**src/rtl/if_fetch.sv**
```systemverilog
// Instruction-fetch stage: owns the PC, registers the fetched word into IF/ID,
// and redirects on branches, interrupt entry and return-from-interrupt.
module if_fetch #(
  parameter int              CPU_WIDTH  = 16,
  parameter logic [CPU_WIDTH-1:0] RESET_PC   = 16'h0000,
  parameter logic [CPU_WIDTH-1:0] INT_VECTOR = 16'h0004,
  parameter logic [CPU_WIDTH-1:0] NOP_INSTR  = 16'h0000
) (
  input  logic                 clk,
  input  logic                 rst,
  input  logic                 stall,
  input  logic                 jump_flag,
  input  logic [CPU_WIDTH-1:0] jump_addr,
  input  logic                 int_req,
  input  logic                 reti,
  output logic [CPU_WIDTH-1:0] imem_addr,
  input  logic [CPU_WIDTH-1:0] imem_data,
  output logic [CPU_WIDTH-1:0] if_pc,
  output logic [CPU_WIDTH-1:0] if_instr,
  output logic                 if_valid,
  output logic                 flush_id,
  output logic [CPU_WIDTH-1:0] epc,
  output logic                 int_active,
  output logic                 int_ack
);

  typedef struct packed {
    logic [CPU_WIDTH-1:0] pc;
    logic [CPU_WIDTH-1:0] instr;
    logic                 valid;
  } ifid_t;

  logic [CPU_WIDTH-1:0] pc;
  ifid_t                ifid;
  logic                 take_ret;
  logic                 take_int;

  always_comb begin
    imem_addr = pc;
    flush_id  = jump_flag & ~rst;
    take_ret  = reti & int_active;
    // entry waits out branches, returns and stalls; int_req is a level so it stays pending
    take_int  = int_req & ~int_active & ~stall & ~jump_flag;
  end

  always_ff @(posedge clk) begin
    if (rst) begin
      pc         <= RESET_PC;
      ifid.pc    <= '0;
      ifid.instr <= NOP_INSTR;
      ifid.valid <= 1'b0;
      epc        <= '0;
      int_active <= 1'b0;
      int_ack    <= 1'b0;
    end else begin
      int_ack <= 1'b0;
      if (jump_flag) begin
        pc         <= jump_addr;
        ifid.instr <= NOP_INSTR;
        ifid.valid <= 1'b0;
      end else if (take_ret) begin
        pc         <= epc;
        int_active <= 1'b0;
        ifid.instr <= NOP_INSTR;
        ifid.valid <= 1'b0;
      end else if (take_int) begin
        epc        <= pc;
        pc         <= INT_VECTOR;
        int_active <= 1'b1;
        int_ack    <= 1'b1;
        ifid.instr <= NOP_INSTR;
        ifid.valid <= 1'b0;
      end else if (!stall) begin
        ifid.instr <= imem_data;
        ifid.pc    <= pc;
        ifid.valid <= 1'b1;
        pc         <= pc + 1'b1;
      end
    end
  end

  assign if_pc    = ifid.pc;
  assign if_instr = ifid.instr;
  assign if_valid = ifid.valid;

endmodule

```
**config.mk**
```make
export PLATFORM = sky130hd
export DESIGN_NAME = if_fetch
export DESIGN_NICKNAME = d
export VERILOG_FILES = /design/src/rtl/if_fetch.sv
export SDC_FILE = /design/constraint.sdc
export NUM_CORES = 1
export LEC_CHECK = 0
export CELL_PAD_IN_SITES_DETAIL_PLACEMENT = 2
export CELL_PAD_IN_SITES_GLOBAL_PLACEMENT = 2
export CORE_AREA = 3 3 117 119
export CTS_BUF_LIST = sky130_fd_sc_hd__clkbuf_2 sky130_fd_sc_hd__clkbuf_4 sky130_fd_sc_hd__clkbuf_8
export CTS_CLUSTER_SIZE = 24
export DETAILED_ROUTE_END_ITERATION = 8
export DIE_AREA = 0 0 120 122
export GPL_ROUTABILITY_DRIVEN = 0
export GPL_TIMING_DRIVEN = 0
export PLACE_DENSITY = 0.81
export SYNTH_ARGS = -nofsm -noshare
export SYNTH_HDL_FRONTEND = slang
export SYNTH_SLANG_ARGS = --single-unit
```
**constraint.sdc**
```tcl
create_clock -name clk -period 1.8 [get_ports clk]
set_input_delay 0.36 -clock clk [delete_from_list [all_inputs] [get_ports clk]]
set_output_delay 0.36 -clock clk [all_outputs]
set_load 0.03 [all_outputs]
```
### Word-level counts from Yosys, hierarchy flattened

Index checks and enable logic that the tools add are counted.

* add/sub/neg operators: 1
* multiply operators: 0
* div/mod/pow operators: 0
* $lt $le $gt $ge: 0
* eq/ne operators: 1
* shifts and indexed selects: 0
* multiplexer cells: 7
* bitwise operators: 11
* reductions and logical operators: 6

Operators by type and width (count)
* 16-bit 2-to-1 mux: 4
* 16-bit by 1-bit adder with 16-bit output, second input constant: 1
* 1-bit inverter: 6
* 1-bit AND: 5
* 4-bit by 1-bit != test with 1-bit output, second input constant: 1
* 4-bit AND reduction: 1
* 4-bit OR reduction: 1
* 1-bit 2-to-1 mux: 3
* 3-bit AND reduction: 1
* 3-bit OR reduction: 1
* 2-bit AND reduction: 1
* 2-bit nonzero test: 1

* flip-flop bits (word level): 67
* bits in latches: 0
* bits in writable memories: 0
* memory bits (read-only): 0
* bits of input ports: 38
* output and inout port bits: 68
* logic and storage cells: 33
* memories: 0

### Depth between registers and ports, before layout

Gate-level depths: netlist of the first run.

* depth in word-level cells: 7
* depth in mapped cells: 7
* depth with buffers taken out: 6

### Least setup slack after synthesis of the first run

Ideal clock, no wire load.

* path kind: register to register
* start point: register pc[2], in the netlist imem_addr[2]
* end point: register pc[13], in the netlist imem_addr[13]
* arrival: 1.848 ns
* required time: 1.664 ns
* path slack: -0.184 ns
* cell stages (with the launch flop): 8
* period minus slack after synthesis: 1.984 ns
* path through: dfxtp_1 -> buf_2 -> nand4_1 -> or3_1 -> buf_6 -> o31a_1 -> o2111ai_2 -> a221oi_2

* longest elaborated chain between the ends: 5

RTL lines
* from (decl): RTL line 33 `logic [CPU_WIDTH-1:0] pc;`
* from (signal assigned): RTL line 58 `pc <= jump_addr;`
* from (signal assigned): RTL line 62 `pc <= epc;`
* from (signal assigned): RTL line 77 `pc <= pc + 1'b1;`
* 16-bit by 1-bit adder with 16-bit output: RTL line 77
* 16-bit 2-to-1 mux: RTL line 73 `end else if (!stall) begin`
* 16-bit 2-to-1 mux: RTL line 66 `end else if (take_int) begin`
* 16-bit 2-to-1 mux: RTL line 61 `end else if (take_ret) begin`
* 16-bit 2-to-1 mux: RTL line 57 `if (jump_flag) begin`

Every way passes these cells. The select of a mux whose other input is x is not followed.
A chain may end at the register's enable or synchronous reset.

### Worst setup path in the final report of the first run

* start point: input int_req
* end point: register pc[11], in the netlist imem_addr[11]

* longest elaborated chain between the ends: 6
* elaborated cells on any way between the ends: 7

RTL lines
* from (decl): RTL line 14 `input logic int_req,`
* 1-bit AND (*) (3 in series): RTL line 43 `take_int = int_req & ~int_active & ~stall & ~jump_flag;`
* 16-bit 2-to-1 mux: RTL line 66
* 16-bit 2-to-1 mux: RTL line 61
* 16-bit 2-to-1 mux: RTL line 57

Mark *: on every way between the ends. The rest lies on a longest branch, timed or not.

==> results.md, run 1 <==
- Vias in the first global route: 3547
- Setup CP Type: input pin to register
- Slew HR: 0.5223
- Startpoint Class: input pin
- Slew Limit Fails: 0
- Yosys top cell by area: dfxtp_1
- Finished Layout Cells: 666
- Outcome: finished with violations
- Power Dens Cells: 766.5 mW/mm^2
- Fillers: 1456
- Worst vdd ir: 0.3862 mV
- Share of layout cells above drive strength 1: 0.1781
- Yosys cell types: 49
- Comb pwr share: 0.175
- Unrepaired setup endpoints after global routing: true
- P_sw: 1.087 mW
- Slew @ Worst Pin: 0.7165 ns
- DRT Pass-1 Iters: 4
- Synth Register Bits: 67
- Reg clk slew, reported paths: 0.09 ns
- Number of enable flip-flop cells after synthesis: 0
- Dpl cells: 635
- CP Capture Type: register
- Arrival time worst endpoint: 2.12 ns
- Top-level I/O count: between 100 and 150
- Syn Area/Cell: roughly 8.5 sq um
- Placeable Area: roughly 0.013 sq mm
- Primary FF master, synth: dfxtp_1
- CP startpoint: int_req
- Post-synth top cells: dfxtp_1, nand2_1, nor2_1
- Clk_lat worst skew: 0.38 ns
- Failing checks: negative setup slack
- Max Root-Sink Buffers: 2
- Asr flop ratio synth: 0
- Area contributors post-synth: dfxtp_1, mux2i_1, nand2_1
- DR WL/cell: ~20 um
- Total Routing Usage GR: 0.1751
- Yosys warning total: 0
- Number of remaining DRC errors: 0
- Height of the die: 122 um
- Total Nets Final: 528
- Leak pwr: between 2 and 2.5 nW
- Initial antenna violation count: 0
- H-tree levels: 3
- Chip Width: 120 um
- Worst Path Buf+Inv: 1
- Final setup fails: 2
- DRT iter0 DRCs: around 110
- CTS buffer count: 9
- Setup WS post-layout: -0.03945 ns
- Die area: between 0.01 and 0.015 sq mm
- Pre-CTS setup slack: -1.477 ns
- Max Cap Viol: 0
- Critical R2R Launch: imem_addr[2]
- Hold-fix buffers at CTS: 0
- Share of the synthesized area in the top cell type: 0.4401
- Most frequent cell after synthesis: dfxtp_1
- Hold WS: 0.4298 ns
- Slowest stage cell, crit path: clkdlybuf4s50_1
- Power share of the clock group: 0.396
- WL final: 13170 um
- Grt ovf: 0
- Routed via count: ~3200
- Diode count: 0
- Clk sinks: 67
- CP Max Fanout: 4
- Sequential power share: 0.429
- CTS tree: done
- Area delta synth->final: 58.95%
- First-pass GRT wire length: 19580 um
- Mapped Area: between 0.003 and 0.004 sq mm
- Seq/Total Area, Yosys: 0.4401
- Internal power: 2.626 mW
- Vias per std cell: 4.845
- Sw Ratio: 0.2928
- Crit-path cells: clkdlybuf4s50_1 -> nand2b_1 -> nor3_4 -> nor2_1 -> o21ai_0 -> a2111oi_2
- Crit path max-delay family: simple AND/OR/NAND/NOR gates
- Detailed Place HPWL: just over 9000 um
- Setup Skew: between 0.01 and 0.015 ns
- Hold_sp: rst
- # rows: 41
- Detail Route Antenna Nets: 0
- Fmax: 0.5436 GHz
- Hold WC Path Type: input pin to register
- Period utilization: 1.022
- WP data required: roughly 2.1 ns
- Final min period: 1.839 ns
- Initial Utilization: 0.2405
- Syn Inst Count: 360
- Root Driver: clkbuf_8
- Largest net degree at the start of global routing: 13
- Port Buffers: around 100
- Final-report hold violation count: 0
- Slowest Stage Delay on Critical Path: 0.52 ns
- Synth Net Count: 399
-- layer usage --
metal	vias to the layer above	global-route usage	share of wire
li1	1512	-	-
met1	1620	0.2100	0.43
met2	82	0.3038	0.50
met3	13	0.05060	0.052
met4	0	0.05297	0.011
met5	-	0	0
-- area by class of cell --
type                       count  area (sq um)  share of cell area
buffer                        26         181.4             0.03745
clock buffer                  10         137.6             0.02841
clock inverter                 6         87.58             0.01808
inverter                      13         48.80             0.01007
multi-input combinational    253          1649              0.3404
sequential                    67          1363              0.2813
tap                          172         215.2             0.04442
timing repair buffer         119          1162              0.2399
-- cell usage in the layout (no fill, tap or decap), types with 4 or more instances in the layout --
cell type	Yosys	final
a211oi_1	9	9
a21oi_1	32	32
buf_2	11	6
buf_4	1	22
clkbuf_1	9	5
clkbuf_8	0	10
clkdlybuf4s50_1	0	50
dfxtp_1	67	58
dfxtp_2	0	5
dfxtp_4	0	4
dlygate4sd2_1	0	29
dlymetal6s2s_1	0	22
inv_1	13	13
mux2i_1	34	34
nand2_1	48	48
nand2b_1	4	4
nand3_1	7	6
nor2_1	45	45
nor2b_1	6	5
nor3_1	9	8
o21ai_0	11	10
-- per-stage QoR --
step | utilization | TNS, ns | instance area, sq um | power [mW]
global route | 0.3823 | -0.3677 | 4845 | 3.868
CTS | 0.3669 | -0.01293 | 4649 | 3.714
global placement | 0.3400 | -33.79 | 4308 | 2.203
finish | 0.3823 | -0.04014 | 4845 | 3.714
floorplan | - | -0.02854 | 3062 | 1.934
detailed placement | 0.3400 | -38.43 | 4308 | 2.226
-- final timing paths --
| check | slack (ns) | end | cells after the start |
|---|---|---|---|
| worst max register to register | 0.03 | imem_addr[15] | 6 |
| worst min-delay path | 0.43 | imem_addr[11] | 2 |
| worst max-delay path | -0.04 | imem_addr[11] | 6 |
| worst min register to register | 0.46 | if_valid | 2 |
-- power by group through the flow --
stage          Clock [mW]  Sequential [mW]  Combinational, mW
2_1_floorplan           0             1.71              0.227
3_3_place_gp            0             1.62              0.579
3_5_place_dp            0             1.63              0.597
4_1_cts              1.50             1.59              0.616
5_1_grt              1.57             1.60              0.696
6_report             1.47             1.59              0.650
-- worst reg2reg max path, delay by kind of cell, from the launching register on --
kind	cells	cell delay [ns]
AOI/OAI and AO/OA	2	0.37
and+or+nand+nor	3	0.83
buffers and inverters	1	0.11
DFF	1	0.34
-- cells by family after synthesis --
family / synth area share
AOI/OAI and AO/OA: 0.1621
adders and majority gates: 0.004104
buffers and inverters: 0.05829
DFF: 0.4401
muxes: 0.1117
and+or+nand+nor: 0.2237
-- state kept, by name, summed over array words and instances, names as in the netlist --
signal      count
int_active      1
epc            16
if_valid        1
if_instr       16
if_pc          16
int_ack         1
imem_addr      16
-- timing repair --
action | CTS | global route
endpoints found under the setup margin | 81 | 52
gates resized for setup | 74 | 44
pin swaps | 1 | 12
setup buffers | 5 | 11
(Power assumes the default switching activity.)
==> run 2, diff against run 1 <==
--- a/config.mk
+++ b/config.mk
@@ -7,14 +7,15 @@
 export LEC_CHECK = 0
 export CELL_PAD_IN_SITES_DETAIL_PLACEMENT = 2
 export CELL_PAD_IN_SITES_GLOBAL_PLACEMENT = 2
-export CORE_AREA = 3 3 117 119
+export CORE_AREA = 3 3 119 87
 export CTS_BUF_LIST = sky130_fd_sc_hd__clkbuf_2 sky130_fd_sc_hd__clkbuf_4 sky130_fd_sc_hd__clkbuf_8
-export CTS_CLUSTER_SIZE = 24
+export CTS_CLUSTER_SIZE = 30
 export DETAILED_ROUTE_END_ITERATION = 8
-export DIE_AREA = 0 0 120 122
+export DIE_AREA = 0 0 122 90
+export DONT_BUFFER_PORTS = 1
 export GPL_ROUTABILITY_DRIVEN = 0
 export GPL_TIMING_DRIVEN = 0
-export PLACE_DENSITY = 0.81
+export PLACE_DENSITY = 0.79
 export SYNTH_ARGS = -nofsm -noshare
 export SYNTH_HDL_FRONTEND = slang
 export SYNTH_SLANG_ARGS = --single-unit
==> results.md, run 2 (synthesis results as in run 1) <==
- Outcome: finished with violations
- Failing checks: negative setup slack
- First-pass GRT wire length: 17910 um (-8.5%)
- Startpoint Class: register
- Slew Limit Fails: 0 (unchanged)
- Crit path max-delay family: simple AND/OR/NAND/NOR gates
- Final setup fails: 6 (+4)
- Diode count: 0 (unchanged)
- DR WL/cell: 22.91 um (+16%)
- Hold Crit Depth: 2 (unchanged)
- Unrepaired setup endpoints after global routing: true
- DRT iter0 DRCs: 180 (+59%)
- Detailed Place HPWL: 8434 um (-7.5%)
- Setup CP Type: register to register
- Detail Route Antenna Nets: 0 (unchanged)
- Share of layout cells above drive strength 1: 0.2300 (+0.05184)
- CP most frequent cell: buf_6
- Hold WC Path Type: input pin to register
- Routed via count: 2833 (-12%)
- Fmax: 0.5240 GHz (-3.6%)
- Chip Width: 122 um (+1.7%)
- Vias per std cell: 5.544 (+14%)
- Hold WS: 0.1528 ns (-0.2770 ns)
- Number of remaining DRC errors: 0 (unchanged)
- Final min period: 1.908 ns (+0.06878 ns)
- Slew HR: 0.4463 (-0.07601)
- Reg clk slew, reported paths: 0.07 ns (-0.02 ns)
- Clk_lat worst skew: 0.36 ns (-0.02 ns)
- Placeable Area: 0.009107 sq mm (-28%)
- Largest net degree at the start of global routing: 11 (-2)
- Critical Path Stages: 7 (+1)
- Top-level I/O count: 106 (unchanged)
- Arrival time worst endpoint: 2.15 ns (+0.03 ns)
- Leading cell type in the layout, fill and taps excluded: dfxtp_1
- Initial Utilization: 0.3347 (+0.09412)
- Vias in the first global route: 3050 (-14%)
- Area delta synth->final: 20.98%
- Initial antenna violation count: 0 (unchanged)
- Port Buffers: 0 (-100%)
- Height of the die: 90 um (-26%)
- Slowest Stage Delay on Critical Path: 0.41 ns (-0.11 ns)
- Max Cap Viol: 0 (unchanged)
- Clk sinks: 67 (unchanged)
- Die area: 0.01098 sq mm (-25%)
- Multi-input gate area: 0.001654 sq mm (+0.30%)
- CP Max Fanout: 8 (+4)
- CTS tree: done
- Most frequent cells in the layout: dfxtp_1, nand2_1, nor2_1, mux2i_1, a21oi_1
- CTS buffer count: 9 (unchanged)
- CP Capture Type: register
- Worst Path Buf+Inv: 2 (+1)
- Period utilization: 1.060 (+0.03821)
- Total Routing Usage GR: 0.2143 (+0.03925)
- # rows: 29 (-29%)
- Slew @ Worst Pin: 0.8306 ns (+0.1140 ns)
- Leak pwr: 1.309 nW (-42%)
- Setup WS post-layout: -0.1082 ns (-0.06878 ns)
- Cells on worst reg2reg path: 7 (+1)
- WP data required: 2.04 ns (-0.04 ns)
- Fillers: 1014 (-30%)
- Hold-fix buffers at CTS: 0 (unchanged)
- WL final: 11710 um (-11%)
- Grt ovf: 0 (unchanged)
- Power Total: 3.250 mW (-12%)
- Final-report hold violation count: 0 (unchanged)
- Max Root-Sink Buffers: 2 (unchanged)
- Power Dens Cells: 881.4 mW/mm^2 (+15%)
- Worst vdd ir: 0.4906 mV (+27%)
- Slowest stage cell, crit path: dfxtp_4
- Setup Skew: 0.007067 ns (-0.006354 ns)
- Root Driver: clkbuf_8
- Total Nets Final: 421 (-20%)
- Seq. cell area: 0.001379 sq mm (+1.2%)
- DRT Pass-1 Iters: 4 (unchanged)
- H-tree levels: 3 (unchanged)
- Crit-path cells: buf_6 -> nand4_1 -> or3_1 -> buf_6 -> nor3_4 -> o32ai_1 -> a211o_1
## run 2: layout make-up
type                            count  area share
Sequential cell                    67      0.3739
Buffer                             27     0.04649
Clock buffer                       14     0.04717
Multi-Input combinational cell    253      0.4486
Timing Repair Buffer               11     0.02579
Tap cell                          124     0.04208
Inverter                           13     0.01323
Clock inverter                      2    0.002715
## run 2: where the power goes
part	switching (mW)	internal, mW	leakage (nW)
registers	0.172	1.53	0.552
clock network	0.562	0.618	0.101
logic	0.229	0.140	0.656
## run 2: final timing paths
kind / start / slack (ns) / endpoint
setup / recovery: imem_addr[2] / -0.11 / imem_addr[15]
hold / removal: imem_data[1] / 0.15 / if_instr[1]
setup reg to reg: imem_addr[2] / -0.11 / imem_addr[15]
hold reg to reg: imem_addr[4] / 0.58 / epc[4]
## run 2: what timing repair did
item / CTS / global route
gates resized for setup: 38 / 24
cloned: 0 / 0
setup endpoints to repair: 52 / 35
endpoints found under the hold margin: 0 / 0
setup buffers: 4 / 7
pin swaps: 6 / 3
## run 2: worst register-to-register path, delay by kind of cell (launching register included)
family / cells / cell delay (ns)
and+or+nand+nor: 3 / 0.65
AOI/OAI and AO/OA: 2 / 0.45
DFF: 1 / 0.41
buffers and inverters: 2 / 0.30
## run 2: per-stage QoR
| stage | setup WS [ns] | instances | cell area (sq um) | setup TNS (ns) | utilization |
|---|---|---|---|---|---|
| floorplan | -0.02854 | 360 | 3062 | -0.02854 | - |
| global placement | -0.4179 | 484 | 3217 | -8.486 | 0.3532 |
| detailed placement | -0.4505 | 484 | 3217 | -12.06 | 0.3532 |
| CTS | -0.1237 | 504 | 3543 | -0.3680 | 0.3891 |
| global route | -0.1859 | 511 | 3687 | -1.145 | 0.4049 |
| finish | -0.1082 | 511 | 3687 | -0.3463 | 0.4049 |
## run 2: layer usage
layer,global-route usage,wire [um],vias to the layer above
met3,0.07967,1012,17
met5,0,0,-
met1,0.2861,5262,1422
met2,0.3263,5257,96
li1,-,-,1298
met4,0.05504,172,0
==> run 3, diff against run 2 <==
--- a/config.mk
+++ b/config.mk
@@ -7,11 +7,11 @@
 export LEC_CHECK = 0
 export CELL_PAD_IN_SITES_DETAIL_PLACEMENT = 2
 export CELL_PAD_IN_SITES_GLOBAL_PLACEMENT = 2
-export CORE_AREA = 3 3 119 87
+export CORE_AREA = 2 2 118 86
 export CTS_BUF_LIST = sky130_fd_sc_hd__clkbuf_2 sky130_fd_sc_hd__clkbuf_4 sky130_fd_sc_hd__clkbuf_8
 export CTS_CLUSTER_SIZE = 30
 export DETAILED_ROUTE_END_ITERATION = 8
-export DIE_AREA = 0 0 122 90
+export DIE_AREA = 0 0 120 88
 export DONT_BUFFER_PORTS = 1
 export GPL_ROUTABILITY_DRIVEN = 0
 export GPL_TIMING_DRIVEN = 0
@@ -19,3 +19,4 @@
 export SYNTH_ARGS = -nofsm -noshare
 export SYNTH_HDL_FRONTEND = slang
 export SYNTH_SLANG_ARGS = --single-unit
+export TNS_END_PERCENT = 20
==> results.md, run 3 (synthesis results as in run 1) <==
- Max Cap Viol: 0 (unchanged)
- Total Nets Final: 416 (-1.2%)
- Number of remaining DRC errors: 0 (unchanged)
- Critical R2R Launch: imem_addr[2]
- R2r endpoint: imem_addr[15]
- Detail Route Antenna Nets: 0 (unchanged)
- CTS buffer count: 9 (unchanged)
- Placeable Area: 0.009422 sq mm (+3.4%)
- Leak pwr: 1.277 nW (-2.4%)
- H-tree levels: 3 (unchanged)
- Leading cell type in the layout, fill and taps excluded: dfxtp_1
- CP endpoint: imem_addr[15]
- First-pass GRT wire length: 16990 um (-5.1%)
- Worst vdd ir: 0.3679 mV (-25%)
- Most frequent cells in the layout: dfxtp_1, nand2_1, nor2_1, mux2i_1, a21oi_1
- Outcome: finished with violations
- Final setup fails: 7 (+1)
- Total Routing Usage GR: 0.2170 (+0.002639)
- Fmax: 0.5104 GHz (-2.6%)
- WP data required: 2.06 ns (+0.02 ns)
- DRT iter0 DRCs: 121 (-33%)
- DRT Pass-1 Iters: 4 (unchanged)
- Die area: 0.01056 sq mm (-3.8%)
- Slew HR: 0.5099 (+0.06359)
- # rows: 30 (+3.4%)
- Clk_lat worst skew: 0.36 ns (about the same)
- Diode count: 0 (unchanged)
- Setup Skew: 0.007926 ns (+0.0008589 ns)
- Power Dens Cells: 896.8 mW/mm^2 (+1.7%)
- Max Root-Sink Buffers: 2 (unchanged)
- CP startpoint: imem_addr[2]
- Vias in the first global route: 2986 (-2.1%)
- Slew Limit Fails: 0 (unchanged)
- Finished layout cell area: 0.003610 sq mm (-2.1%)
- DP Area: 0.003218 sq mm (about the same)
- R2R Setup Slk: -0.16 ns (-0.05 ns)
- Initial Utilization: 0.3235 (-0.01116)
- Height of the die: 88 um (-2.2%)
- Area delta synth->final: 18.43%
- Failing checks: negative setup slack
- Hold WC Path Type: input pin to register
- Final core occ: 0.3831 (-0.02173)
- Reg clk slew, reported paths: 0.07 ns (about the same)
- Setup WS post-layout: -0.1592 ns (-0.05099 ns)
- Grt ovf: 0 (unchanged)
- CTS tree: done
- WL final: 11270 um (-3.7%)
- Arrival time worst endpoint: 2.21 ns (+0.06 ns)
- Share of layout cells above drive strength 1: 0.2100 (-0.02000)
- Cells on worst reg2reg path: 6 (-1)
- Final min period: 1.959 ns (+0.05099 ns)
- Chip Width: 120 um (-1.6%)
- Initial antenna violation count: 0 (unchanged)
- Startpoint Class: register
- Routed via count: 2816 (-0.60%)
- CP Capture Type: register
- Detailed Place HPWL: 7996 um (-5.2%)
- Largest net degree at the start of global routing: 11 (unchanged)
- CP Max Fanout: 8 (unchanged)
- Slew @ Worst Pin: 0.7352 ns (-0.09538 ns)
- Clk sinks: 67 (unchanged)
- Root Driver: clkbuf_8
- Port Buffers: 0 (unchanged)
- DR WL/cell: 22.14 um (-3.3%)
- Top-level I/O count: 106 (unchanged)
- Hold-fix buffers at CTS: 0 (unchanged)
- Unrepaired setup endpoints after global routing: true
- Period utilization: 1.088 (+0.02833)
- Final-report hold violation count: 0 (unchanged)
- Vias per std cell: 5.532 (-0.21%)
- Setup CP Type: register to register
run 3: cell types whose count changed in the layout (fill, tap and decap cells not counted), moves of 2 or more:
cell	change
buf_6	-4
nor3_2	-3
buf_4	-3
clkbuf_2	+2
buf_2	-2
nor3_1	+3
nor2_1	+2
run 3: metal layers:
metal	track usage	up-vias	wire length, um
li1	-	1286	-
met1	0.2724	1415	4939
met2	0.3445	99	5196
met3	0.08398	16	974
met4	0.07380	0	159
met5	0	-	0
run 3: critical path, cell delays in order (launching register included):
cell	delay (ns)
dfxtp_4	0.41
buf_8	0.14
nand4_1	0.14
or3_4	0.51
nor3_4	0.26
o32ai_2	0.12
a211o_1	0.27
run 3: report_power, final:
group          switching (mW)  internal, mW
clock                   0.568         0.616
combinational           0.222         0.132
sequential              0.170          1.53
run 3: final cells by class:
type                            count  area, sq um
Fill cell                        1057         5812
Multi-Input combinational cell    253         1629
Sequential cell                    67         1380
Clock buffer                       13        172.7
Tap cell                          128        160.2
Buffer                             26        156.4
Timing Repair Buffer                7        52.55
Inverter                           13        48.80
Clock inverter                      2        10.01
run 3: worst min-delay path by stage:
| stage | start | to | slack [ns] | depth (start not counted) |
|---|---|---|---|---|
| 4_1_cts | imem_data[4] | if_instr[4] | 0.14 | 2 |
| 5_1_grt | imem_data[15] | if_instr[15] | 0.15 | 2 |
| 2_1_floorplan | imem_data[0] | if_instr[0] | 0.50 | 2 |
| 3_3_place_gp | imem_data[1] | if_instr[1] | 0.51 | 2 |
| 6_report | imem_data[4] | if_instr[4] | 0.15 | 2 |
| 3_5_place_dp | imem_data[10] | if_instr[10] | 0.52 | 2 |
run 3: what timing repair did:
| action | 4_1_cts | 5_1_grt |
|---|---|---|
| resized for setup | 32 | 24 |
| setup buffers | 1 | 6 |
| hold endpoints to repair | 0 | 0 |
| cloned | 0 | 0 |
| pin swaps | 3 | 8 |
| endpoints found under the setup margin | 63 | 49 |
run 3: per-stage QoR:
stage	worst slack [ns]	TNS, ns	total power, mW	std cells	hold WS (ns)
final	-0.1592	-0.6110	3.237	509	0.1464
after global routing	-0.2479	-1.273	3.378	509	0.1489
after detailed placement	-0.5685	-19.58	2.047	488	0.5175
after CTS	-0.1568	-1.187	3.245	504	0.1378
after floorplan	-0.05960	-0.3543	1.933	360	0.5039
after global placement	-0.5345	-16.16	2.030	488	0.5080
